### src/rtl/note_stream_pkg.sv
`default_nettype none
// ============================================================================
// note_stream_pkg : state codes, ASCII constants and note-to-ASCII helper
// Optional feature macro: NOTE_STREAM_FRAMING_EN
// Revision: 1.0
// ============================================================================
package note_stream_pkg;

  typedef logic [2:0] state_t;

  localparam state_t ST_IDLE  = 3'd0;
  localparam state_t ST_CHECK = 3'd1;
  localparam state_t ST_WAIT  = 3'd2;
  localparam state_t ST_SEND0 = 3'd3;
  localparam state_t ST_SEND1 = 3'd4;
  localparam state_t ST_DONE  = 3'd5;
`ifdef NOTE_STREAM_FRAMING_EN
  localparam state_t ST_SEND2 = 3'd6;
  localparam state_t ST_TERM  = 3'd7;
`endif

  localparam logic [7:0] ASCII_TILE_BASE = 8'h61;  // 'a'
  localparam logic [7:0] ASCII_DUR_BASE  = 8'h30;  // '0'
  localparam logic [7:0] ASCII_ERR       = 8'h58;  // 'X'
  localparam logic [7:0] ASCII_NL        = 8'h0A;
  localparam logic [7:0] ASCII_TERM      = 8'h5A;  // 'Z'

  typedef struct packed {
    logic [7:0] b0;
    logic [7:0] b1;
    logic       err;
  } note_ascii_t;

  function automatic note_ascii_t note_to_ascii(input logic [7:0] tile,
                                                input logic [7:0] dur);
    note_ascii_t r;
    r.b0  = ASCII_TILE_BASE + tile;
    r.err = (dur == 8'd0);
    r.b1  = r.err ? ASCII_ERR : (ASCII_DUR_BASE + dur);
    return r;
  endfunction

endpackage
`default_nettype wire

### src/rtl/note_stream_tx_fmt.sv
`default_nettype none
// ============================================================================
// note_fmt : registered formatter, note word {tile, dur} -> two ASCII bytes
// Revision: 1.0
// ============================================================================
module note_fmt
  import note_stream_pkg::*;
#(
  parameter int TILE_W = 4,
  parameter int DUR_W  = 3
) (
  input  logic                    clk,
  input  logic                    rst,
  input  logic                    load,
  input  logic [TILE_W+DUR_W-1:0] note,
  output logic [7:0]              buf0,
  output logic [7:0]              buf1,
  output logic                    err
);

  note_ascii_t fmt_d;
  note_ascii_t fmt_q;
  logic [7:0]  tile_ext;
  logic [7:0]  dur_ext;

  always_comb begin
    tile_ext = 8'(note[TILE_W+DUR_W-1:DUR_W]);
    dur_ext  = 8'(note[DUR_W-1:0]);
    fmt_d    = load ? note_to_ascii(tile_ext, dur_ext) : fmt_q;
  end

  always_ff @(posedge clk or negedge rst) begin
    if (!rst) fmt_q <= '0;
    else      fmt_q <= fmt_d;
  end

  assign buf0 = fmt_q.b0;
  assign buf1 = fmt_q.b1;
  assign err  = fmt_q.err;

endmodule
`default_nettype wire

### src/rtl/note_stream_tx.sv
`default_nettype none
// ============================================================================
// note_stream_tx : streams a selected song from note memory as ASCII bytes
// over a valid/ready byte link. rst is asynchronous, active-low.
// Optional feature macro: NOTE_STREAM_FRAMING_EN (newline per note, 'Z' end)
// Revision: 1.0
// ============================================================================
module note_stream_tx
  import note_stream_pkg::*;
#(
  parameter int  NUM_SONGS = 4,
  parameter int  MAX_NOTES = 64,
  parameter int  TILE_W    = 4,
  parameter int  DUR_W     = 3,
  localparam int SONG_W    = (NUM_SONGS > 1) ? $clog2(NUM_SONGS) : 1,
  localparam int IDX_W     = $clog2(MAX_NOTES)
) (
  input  logic                    clk,
  input  logic                    rst,
  input  logic                    start,
  input  logic [SONG_W-1:0]       song_sel,
  input  logic [IDX_W:0]          song_len,
  input  logic                    abort,
  input  logic                    pause,
  output logic [SONG_W+IDX_W-1:0] mem_addr,
  output logic                    mem_rd,
  input  logic [TILE_W+DUR_W-1:0] mem_data,
  output logic                    tx_valid,
  output logic [7:0]              tx_data,
  input  logic                    tx_ready,
  output logic                    busy,
  output logic                    done,
  output logic [IDX_W:0]          note_idx,
  output logic                    dur_err
);

`ifdef NOTE_STREAM_FRAMING_EN
  localparam state_t ST_NOTE_END = ST_SEND2;
  localparam state_t ST_SONG_END = ST_TERM;
`else
  localparam state_t ST_NOTE_END = ST_SEND1;
  localparam state_t ST_SONG_END = ST_DONE;
`endif

  state_t            state_d,    state_q;
  logic [SONG_W-1:0] song_d,     song_q;
  logic [IDX_W:0]    note_idx_d, note_idx_q;
  logic              tx_valid_d, tx_valid_q;
  logic              dur_err_d,  dur_err_q;

  logic [IDX_W:0] len_eff;
  logic           last_note;
  logic           xfer;
  logic           hold_valid;
  logic [7:0]     fmt_buf0;
  logic [7:0]     fmt_buf1;
  logic           fmt_err;
  logic [7:0]     byte_sel;

  note_fmt #(
    .TILE_W (TILE_W),
    .DUR_W  (DUR_W)
  ) u_fmt (
    .clk  (clk),
    .rst  (rst),
    .load (state_q == ST_WAIT),
    .note (mem_data),
    .buf0 (fmt_buf0),
    .buf1 (fmt_buf1),
    .err  (fmt_err)
  );

  assign len_eff   = (song_len > (IDX_W+1)'(MAX_NOTES)) ? (IDX_W+1)'(MAX_NOTES) : song_len;
  assign last_note = (note_idx_q == len_eff);
  assign xfer      = tx_valid_q && tx_ready;
  // pause only gates a byte that has not been offered yet
  assign hold_valid = tx_valid_q || !pause;

  always_comb begin
    state_d    = state_q;
    song_d     = song_q;
    note_idx_d = note_idx_q;
    tx_valid_d = tx_valid_q;
    dur_err_d  = dur_err_q;

    // a byte accepted in the abort cycle still counts as sent
    if (xfer && state_q == ST_SEND1 && fmt_err) dur_err_d = 1'b1;
    if (xfer && state_q == ST_NOTE_END)         note_idx_d = note_idx_q + 1'b1;

    if (abort) begin
      state_d    = ST_IDLE;
      tx_valid_d = 1'b0;
    end else begin
      case (state_q)
        ST_IDLE: begin
          if (start) begin
            state_d    = ST_CHECK;
            song_d     = song_sel;
            note_idx_d = '0;
            dur_err_d  = 1'b0;
          end
        end
        ST_CHECK: begin
          state_d = last_note ? ST_SONG_END : ST_WAIT;
`ifdef NOTE_STREAM_FRAMING_EN
          if (last_note) tx_valid_d = !pause;
`endif
        end
        ST_WAIT: begin
          state_d    = ST_SEND0;
          tx_valid_d = !pause;
        end
        ST_SEND0: begin
          if (xfer) state_d = ST_SEND1;
          tx_valid_d = xfer ? !pause : hold_valid;
        end
        ST_SEND1: begin
`ifdef NOTE_STREAM_FRAMING_EN
          if (xfer) state_d = ST_SEND2;
          tx_valid_d = xfer ? !pause : hold_valid;
`else
          if (xfer) state_d = ST_CHECK;
          tx_valid_d = xfer ? 1'b0 : hold_valid;
`endif
        end
`ifdef NOTE_STREAM_FRAMING_EN
        ST_SEND2: begin
          if (xfer) state_d = ST_CHECK;
          tx_valid_d = xfer ? 1'b0 : hold_valid;
        end
        ST_TERM: begin
          if (xfer) state_d = ST_DONE;
          tx_valid_d = xfer ? 1'b0 : hold_valid;
        end
`endif
        ST_DONE: state_d = ST_IDLE;
        default: begin
          state_d    = ST_IDLE;
          tx_valid_d = 1'b0;
        end
      endcase
    end
  end

  always_ff @(posedge clk or negedge rst) begin
    if (!rst) begin
      state_q    <= ST_IDLE;
      song_q     <= '0;
      note_idx_q <= '0;
      tx_valid_q <= 1'b0;
      dur_err_q  <= 1'b0;
    end else begin
      state_q    <= state_d;
      song_q     <= song_d;
      note_idx_q <= note_idx_d;
      tx_valid_q <= tx_valid_d;
      dur_err_q  <= dur_err_d;
    end
  end

  always_comb begin
    case (state_q)
      ST_SEND0: byte_sel = fmt_buf0;
      ST_SEND1: byte_sel = fmt_buf1;
`ifdef NOTE_STREAM_FRAMING_EN
      ST_SEND2: byte_sel = ASCII_NL;
      ST_TERM:  byte_sel = ASCII_TERM;
`endif
      default:  byte_sel = 8'h00;
    endcase
    tx_data  = tx_valid_q ? byte_sel : 8'h00;
    mem_rd   = (state_q == ST_CHECK) && !last_note && !abort;
    mem_addr = mem_rd ? {song_q, note_idx_q[IDX_W-1:0]} : '0;
  end

  assign tx_valid = tx_valid_q;
  assign busy     = (state_q != ST_IDLE);
  assign done     = (state_q == ST_DONE);
  assign note_idx = note_idx_q;
  assign dur_err  = dur_err_q;

endmodule
`default_nettype wire

### config.mk
export PLATFORM = sky130hd
export DESIGN_NAME = note_stream_tx
export DESIGN_NICKNAME = d
export VERILOG_FILES = /design/src/rtl/note_stream_pkg.sv /design/src/rtl/note_stream_tx_fmt.sv /design/src/rtl/note_stream_tx.sv
export SDC_FILE = /design/constraint.sdc
export NUM_CORES = 1
export LEC_CHECK = 0
export BUFFER_PORTS_ARGS = -buffer_cell sky130_fd_sc_hd__buf_4
export CORE_MARGIN = 3
export CORE_UTILIZATION = 52
export CTS_BUF_LIST = sky130_fd_sc_hd__clkbuf_8
export CTS_CLUSTER_SIZE = 28
export DETAILED_ROUTE_END_ITERATION = 8
export PLACE_DENSITY_LB_ADDON = 0.1
export SETUP_SLACK_MARGIN = 0.5
export SLEW_MARGIN = 20
export SYNTH_ARGS = -nofsm -noshare
export SYNTH_HDL_FRONTEND = slang
export SYNTH_SLANG_ARGS = --single-unit
### constraint.sdc
create_clock -name clk -period 1.9 [get_ports clk]
set_input_delay 0.19 -clock clk [delete_from_list [all_inputs] [get_ports clk]]
set_output_delay 0.19 -clock clk [all_outputs]
set_load 0.05 [all_outputs]
==> results of run 1 <==
==> kinds of logic after synthesis <==
| logic type | Yosys count |
|---|---|
| other | 1 |
| adder cells (fa/ha/maj) | 2 |
| multiplexers | 7 |
| XOR/XNOR | 10 |
| buffers and inverters | 13 |
| AND/OR/NAND/NOR | 70 |
| AO/OA/AOI/OAI | 34 |
| flip-flops | 25 |
==> synth_stat cells (2+ instances only) <==
| library cell | instances |
|---|---|
| and2_1 | 8 |
| nor2b_1 | 4 |
| nor4bb_1 | 2 |
| a31oi_1 | 2 |
| mux2_2 | 6 |
| a21boi_0 | 4 |
| inv_1 | 5 |
| a21oi_1 | 9 |
| o21ai_0 | 8 |
| and3_1 | 4 |
| nor4_1 | 2 |
| nand2_1 | 17 |
| buf_4 | 2 |
| buf_6 | 2 |
| xor2_1 | 3 |
| nand2b_1 | 4 |
| ha_1 | 2 |
| nor2_1 | 18 |
| nand3_1 | 4 |
| a22oi_1 | 4 |
| clkbuf_1 | 4 |
| dfrtp_1 | 25 |
| xnor2_1 | 7 |
==> stage by stage <==
| step | setup TNS [ns] | cells | worst slack [ns] |
|---|---|---|---|
| 2_1_floorplan | -5.539 | 162 | -0.6270 |
| 3_3_place_gp | -1.942 | 246 | -0.2364 |
| 3_5_place_dp | -2.295 | 246 | -0.2768 |
==> flow_metrics.py, run 1 <==
metrics = {
    "cts": {
        "numCtsBuffers": 3,
        "cts_max_level": 1,
        "postCtsSetupRepairBufs": 16,
        "root_buffer": "clkbuf_8",
        "post_cts_resized": 65,
        "postCtsHoldBufs": 1,
        "clock_sinks": 25,
        "cts-root-to-sink-buffers": 2,
    },
    "yosys": {
        "ys_top_cells_by_area": "dfrtp_1, nor2_1, mux2_2, nand2_1, xnor2_1",
        "synth_compound_area_share_pct": 15.44,
        "ys_warn_count": 0,
        "synth_top_area_share_pct": 41.49,
        "synth_cell_types": 39,
        "synth_fa_ha_area_share_pct": 1.660,
        "yosysSeqAreaShare_pct": 41.49,
        "synthesis.area_sq_um": 1508,
        "synthMuxAreaShare_pct": 5.145,
        "synth_top_cell_by_area": "dfrtp_1",
        "syn_area_per_cell_sq_um": 9.307,
        "synth_flop_cell": "dfrtp_1",
        "synthXorXnorAreaFrac_pct": 5.809,
        "async_flop_share_pct": 100.0,
        "synth_top_family_by_area": "simple AND/OR/NAND/NOR gates",
        "yosys.area_share.simple_pct": 25.48,
        "syn_inst": 162,
        "syn_nets": 186,
        "synth-seq-cells": 25,
        "synth-edff-count": 0,
    },
    "placement": {
        "place.detailed.hpwl_mm": 2.892,
        "dpl_cell_area_sq_um": 2121,
        "port_buffers": 48,
        "place_congestion": 0.8836,
    },
    "floorplanning": {
        "io_pins": 50,
        "die_h_microns": 59.85,
        "rows": 18,
        "fp.dieW_microns": 59.85,
        "start_util_pct": 57.71,
    },
    "outcome": {
        "flow.stopped_at": "4_1_cts",
        "error": "[ERROR DPL-0033] detailed placement checks failed during check placement.",
        "outcome": "stopped before the end",
    },
}
==> run 2: changes to the inputs <==
--- a/config.mk
+++ b/config.mk
@@ -7,12 +7,9 @@
 export LEC_CHECK = 0
 export BUFFER_PORTS_ARGS = -buffer_cell sky130_fd_sc_hd__buf_4
 export CORE_MARGIN = 3
-export CORE_UTILIZATION = 52
-export CTS_BUF_LIST = sky130_fd_sc_hd__clkbuf_8
-export CTS_CLUSTER_SIZE = 28
+export CORE_UTILIZATION = 39
 export DETAILED_ROUTE_END_ITERATION = 8
-export PLACE_DENSITY_LB_ADDON = 0.1
-export SETUP_SLACK_MARGIN = 0.5
+export PLACE_DENSITY_LB_ADDON = 0.15
 export SLEW_MARGIN = 20
 export SYNTH_ARGS = -nofsm -noshare
 export SYNTH_HDL_FRONTEND = slang
==> run 2 against run 1 <==
Against the previous run:
- the flow now finishes, with violations (setup timing)
- synthesized area unchanged
- synthesized cell count unchanged
==> flow_metrics.py, run 2 <==
metrics = {
    "detailed_routing": {
        "vias_per_cell": 5.252,
        "route.vias.total": 1481,
        "drt_iter0_drc": 60,
        "routed_wl_mm": 4.258,
        "avgRoutedWirePerCell_microns": 15.10,
        "antenna_left": 0,
        "drc_errors": 0,
        "drt-pass1-iter-count": 4,
    },
    "setup_path": {
        "crit_fanout": 4,
        "ff2ff_setup_slack_ns": 0.17,
        "r2r_end": "note_idx[6]$_DFF_PN0_",
        "cp_slowest_stage_delay_ns": 0.43,
        "endpoint_kind": "primary output",
        "start_kind": "register",
        "crit_type": "reg2out",
        "crit_chain": "nor4bb_2, a31oi_1, nor4_2, a2111oi_4, buf_4, and2_4, buf_8",
        "r2r-start": "state_q[2]$_DFFE_PN0P_",
        "cp_slowest_cell": "dfrtp_2",
        "worstPathRequired_ns": 1.71,
        "worstRegToRegCells": 6,
        "critPathArrivalTime_ns": 2.07,
    },
    "grt": {
        "grt_max_degree": 26,
        "overflow": 0,
        "track_usage_pct": 18.54,
        "antenna_found_initial": 0,
        "grt_pass1_vias": 1394,
        "grt_pass1_wl_mm": 6.555,
    },
    "layout": {
        "multi_input_area_sq_um": 885.9,
        "final_common_cell": "buf_4",
        "finalNetCount": 261,
        "most-common-layout-cells": "buf_4, nor2_1, nand2_1, dfrtp_1, buf_8",
        "n_antenna_cell": 0,
        "syn2layout_area_growth_pct": 54.11,
        "fill_cells": 287,
        "largest_reg_flops": 7,
        "drive_gt1_share_pct": 50.42,
        "post-route-util_pct": 65.99,
        "seq_area_sq_um": 635.6,
    },
    "yosys": {
        "synth_top_area_share_pct": 41.49,
        "syn_inst": 162,
        "synth_top_cell_by_area": "dfrtp_1",
        "synth_cell_types": 39,
        "async_flop_share_pct": 100.0,
        "synthesis.area_sq_um": 1508,
        "syn_nets": 186,
        "synth-seq-cells": 25,
        "yosysMostFrequentCell": "dfrtp_1",
        "synth-edff-count": 0,
        "yosys-top-cells-count": "dfrtp_1, nor2_1, nand2_1, a21oi_1",
        "ys_warn_count": 0,
        "synth_flop_cell": "dfrtp_1",
        "yosysSeqAreaShare_pct": 41.49,
        "syn_area_per_cell_sq_um": 9.307,
        "ys_top_cells_by_area": "dfrtp_1, nor2_1, mux2_2, nand2_1, xnor2_1",
    },
    "floorplanning": {
        "io_pins": 50,
        "die_area_sq_um": 4648,
        "core-area_sq_um": 3521,
        "fp.dieW_microns": 68.18,
        "start_util_pct": 42.82,
        "rows": 21,
        "die_h_microns": 68.18,
    },
    "sta": {
        "period_share_pct": 119.1,
        "fin_skew_ns": 0.007720,
        "rsz0062_at_grt": "yes",
        "report.final.slew_viol_count": 0,
        "setup_viol": 9,
        "final_hold_viol_count": 0,
        "fmax_ghz": 0.4418,
        "post-route-min-period_ns": 2.263,
        "tns_ns": -3.037,
        "setup_slack_ns": -0.3634,
    },
    "cts": {
        "numCtsBuffers": 3,
        "cts_max_level": 1,
        "clkTransAtPathRegs_ns": 0.10,
        "cts_tree": "yes",
        "root_buffer": "clkbuf_8",
        "clock_latency_ns": 0.28,
        "cts-root-to-sink-buffers": 2,
        "clock_sinks": 25,
    },
    "hold_path": {
        "whs_endpoint": "u_fmt.buf0[0]$_DFFE_PN0N_",
        "whs_path_depth": 2,
        "hp-class": "in2reg",
        "hp-start": "mem_data[3]",
    },
    "pwr": {
        "power.density_nw_per_um2": 667.9,
        "total_leakage_power_nw": 1.068,
        "ir_drop_v": 0.0006323,
    },
    "outcome": {
        "violations": "setup timing",
        "outcome": "finished with violations",
    },
    "placement": {
        "place.detailed.hpwl_mm": 3.192,
        "port_buffers": 48,
        "place_congestion": 0.8232,
    },
    "run": {
        "cap_violations": 0,
    },
}
run 2: cell counts after synthesis:
No cell type changed its count.
run 2: cell type report:
cell class | instances | share of cell area (%)
flip-flops and latches | 25 | 27.36
clock buffers | 3 | 1.777
inverters | 5 | 0.8078
clock inverters | 1 | 0.3770
well taps | 46 | 2.477
repair buffers | 78 | 29.08
multi-input cells | 124 | 38.13
run 2: routing by layer:
| layer | wire length [microns] | vias to the layer above | track usage (%) |
|---|---|---|---|
| met5 | 0 | - | 0 |
| met4 | 23 | 0 | 3.722 |
| met3 | 227 | 5 | 3.284 |
| met2 | 2137 | 42 | 31.41 |
| met1 | 1870 | 723 | 24.74 |
| li1 | - | 711 | - |
run 2: how the worst max path moves through the flow:
| stage | start | end | slack, ns |
|---|---|---|---|
| floorplan | note_idx[0]$_DFF_PN0_ | mem_addr[0] | -0.63 |
| global placement | note_idx[5]$_DFF_PN0_ | mem_addr[6] | -0.11 |
| detailed placement | note_idx[5]$_DFF_PN0_ | mem_addr[0] | -0.11 |
| CTS | note_idx[1]$_DFF_PN0_ | mem_addr[0] | -0.35 |
| global route | note_idx[1]$_DFF_PN0_ | mem_addr[1] | -0.49 |
| finish | note_idx[6]$_DFF_PN0_ | mem_addr[1] | -0.36 |
run 2: cell families (layout without fill, tap and decap cells):
kind of cell | after synthesis | count (layout) | share of synthesized area [%]
AO/OA/AOI/OAI | 34 | 34 | 15.44
XOR/XNOR | 10 | 10 | 5.810
adder cells (fa/ha/maj) | 2 | 2 | 1.659
buffers and inverters | 13 | 87 | 4.730
flip-flops | 25 | 25 | 41.49
multiplexers | 7 | 7 | 5.145
other | 1 | 1 | 0.2487
AND/OR/NAND/NOR | 70 | 70 | 25.48
run 2: timing repair:
item | CTS | global route
setup endpoints to repair | 16 | 17
buffers inserted | 0 | 2
endpoints found under the hold margin | 25 | 0
hold buffers | 1 | 0
pin swaps | 0 | 1
resized for setup | 19 | 12
cloned | 0 | 1
run 2: stage by stage:
stage | worst slack [ns] | cell area (sq um) | cells | power, mW | hold slack [ns]
after floorplan | -0.6271 | 1558 | 162 | 1.006 | -0.1056
after global placement | -0.1069 | 2126 | 275 | 1.157 | 0.1112
after detailed placement | -0.1137 | 2126 | 275 | 1.186 | 0.1134
after CTS | -0.3488 | 2261 | 280 | 1.535 | 0.1241
after global routing | -0.4869 | 2323 | 282 | 1.643 | 0.1290
final | -0.3634 | 2323 | 282 | 1.552 | 0.1265
run 2: power breakdown:
group | total (mW) | switching [mW] | leakage [nW] | internal, mW
Combinational | 0.486 | 0.260 | 0.738 | 0.226
Clock | 0.337 | 0.184 | 0.0261 | 0.154
Sequential | 0.728 | 0.0789 | 0.305 | 0.650
run 2: critical path, delay by kind of cell, from the launching register on:
| kind | cells | cell delay [ns] |
|---|---|---|
| flops | 1 | 0.43 |
| buf+inv | 2 | 0.35 |
| simple gates | 3 | 0.41 |
| compound gates | 2 | 0.61 |
Power figures use the tool's default switching activity.
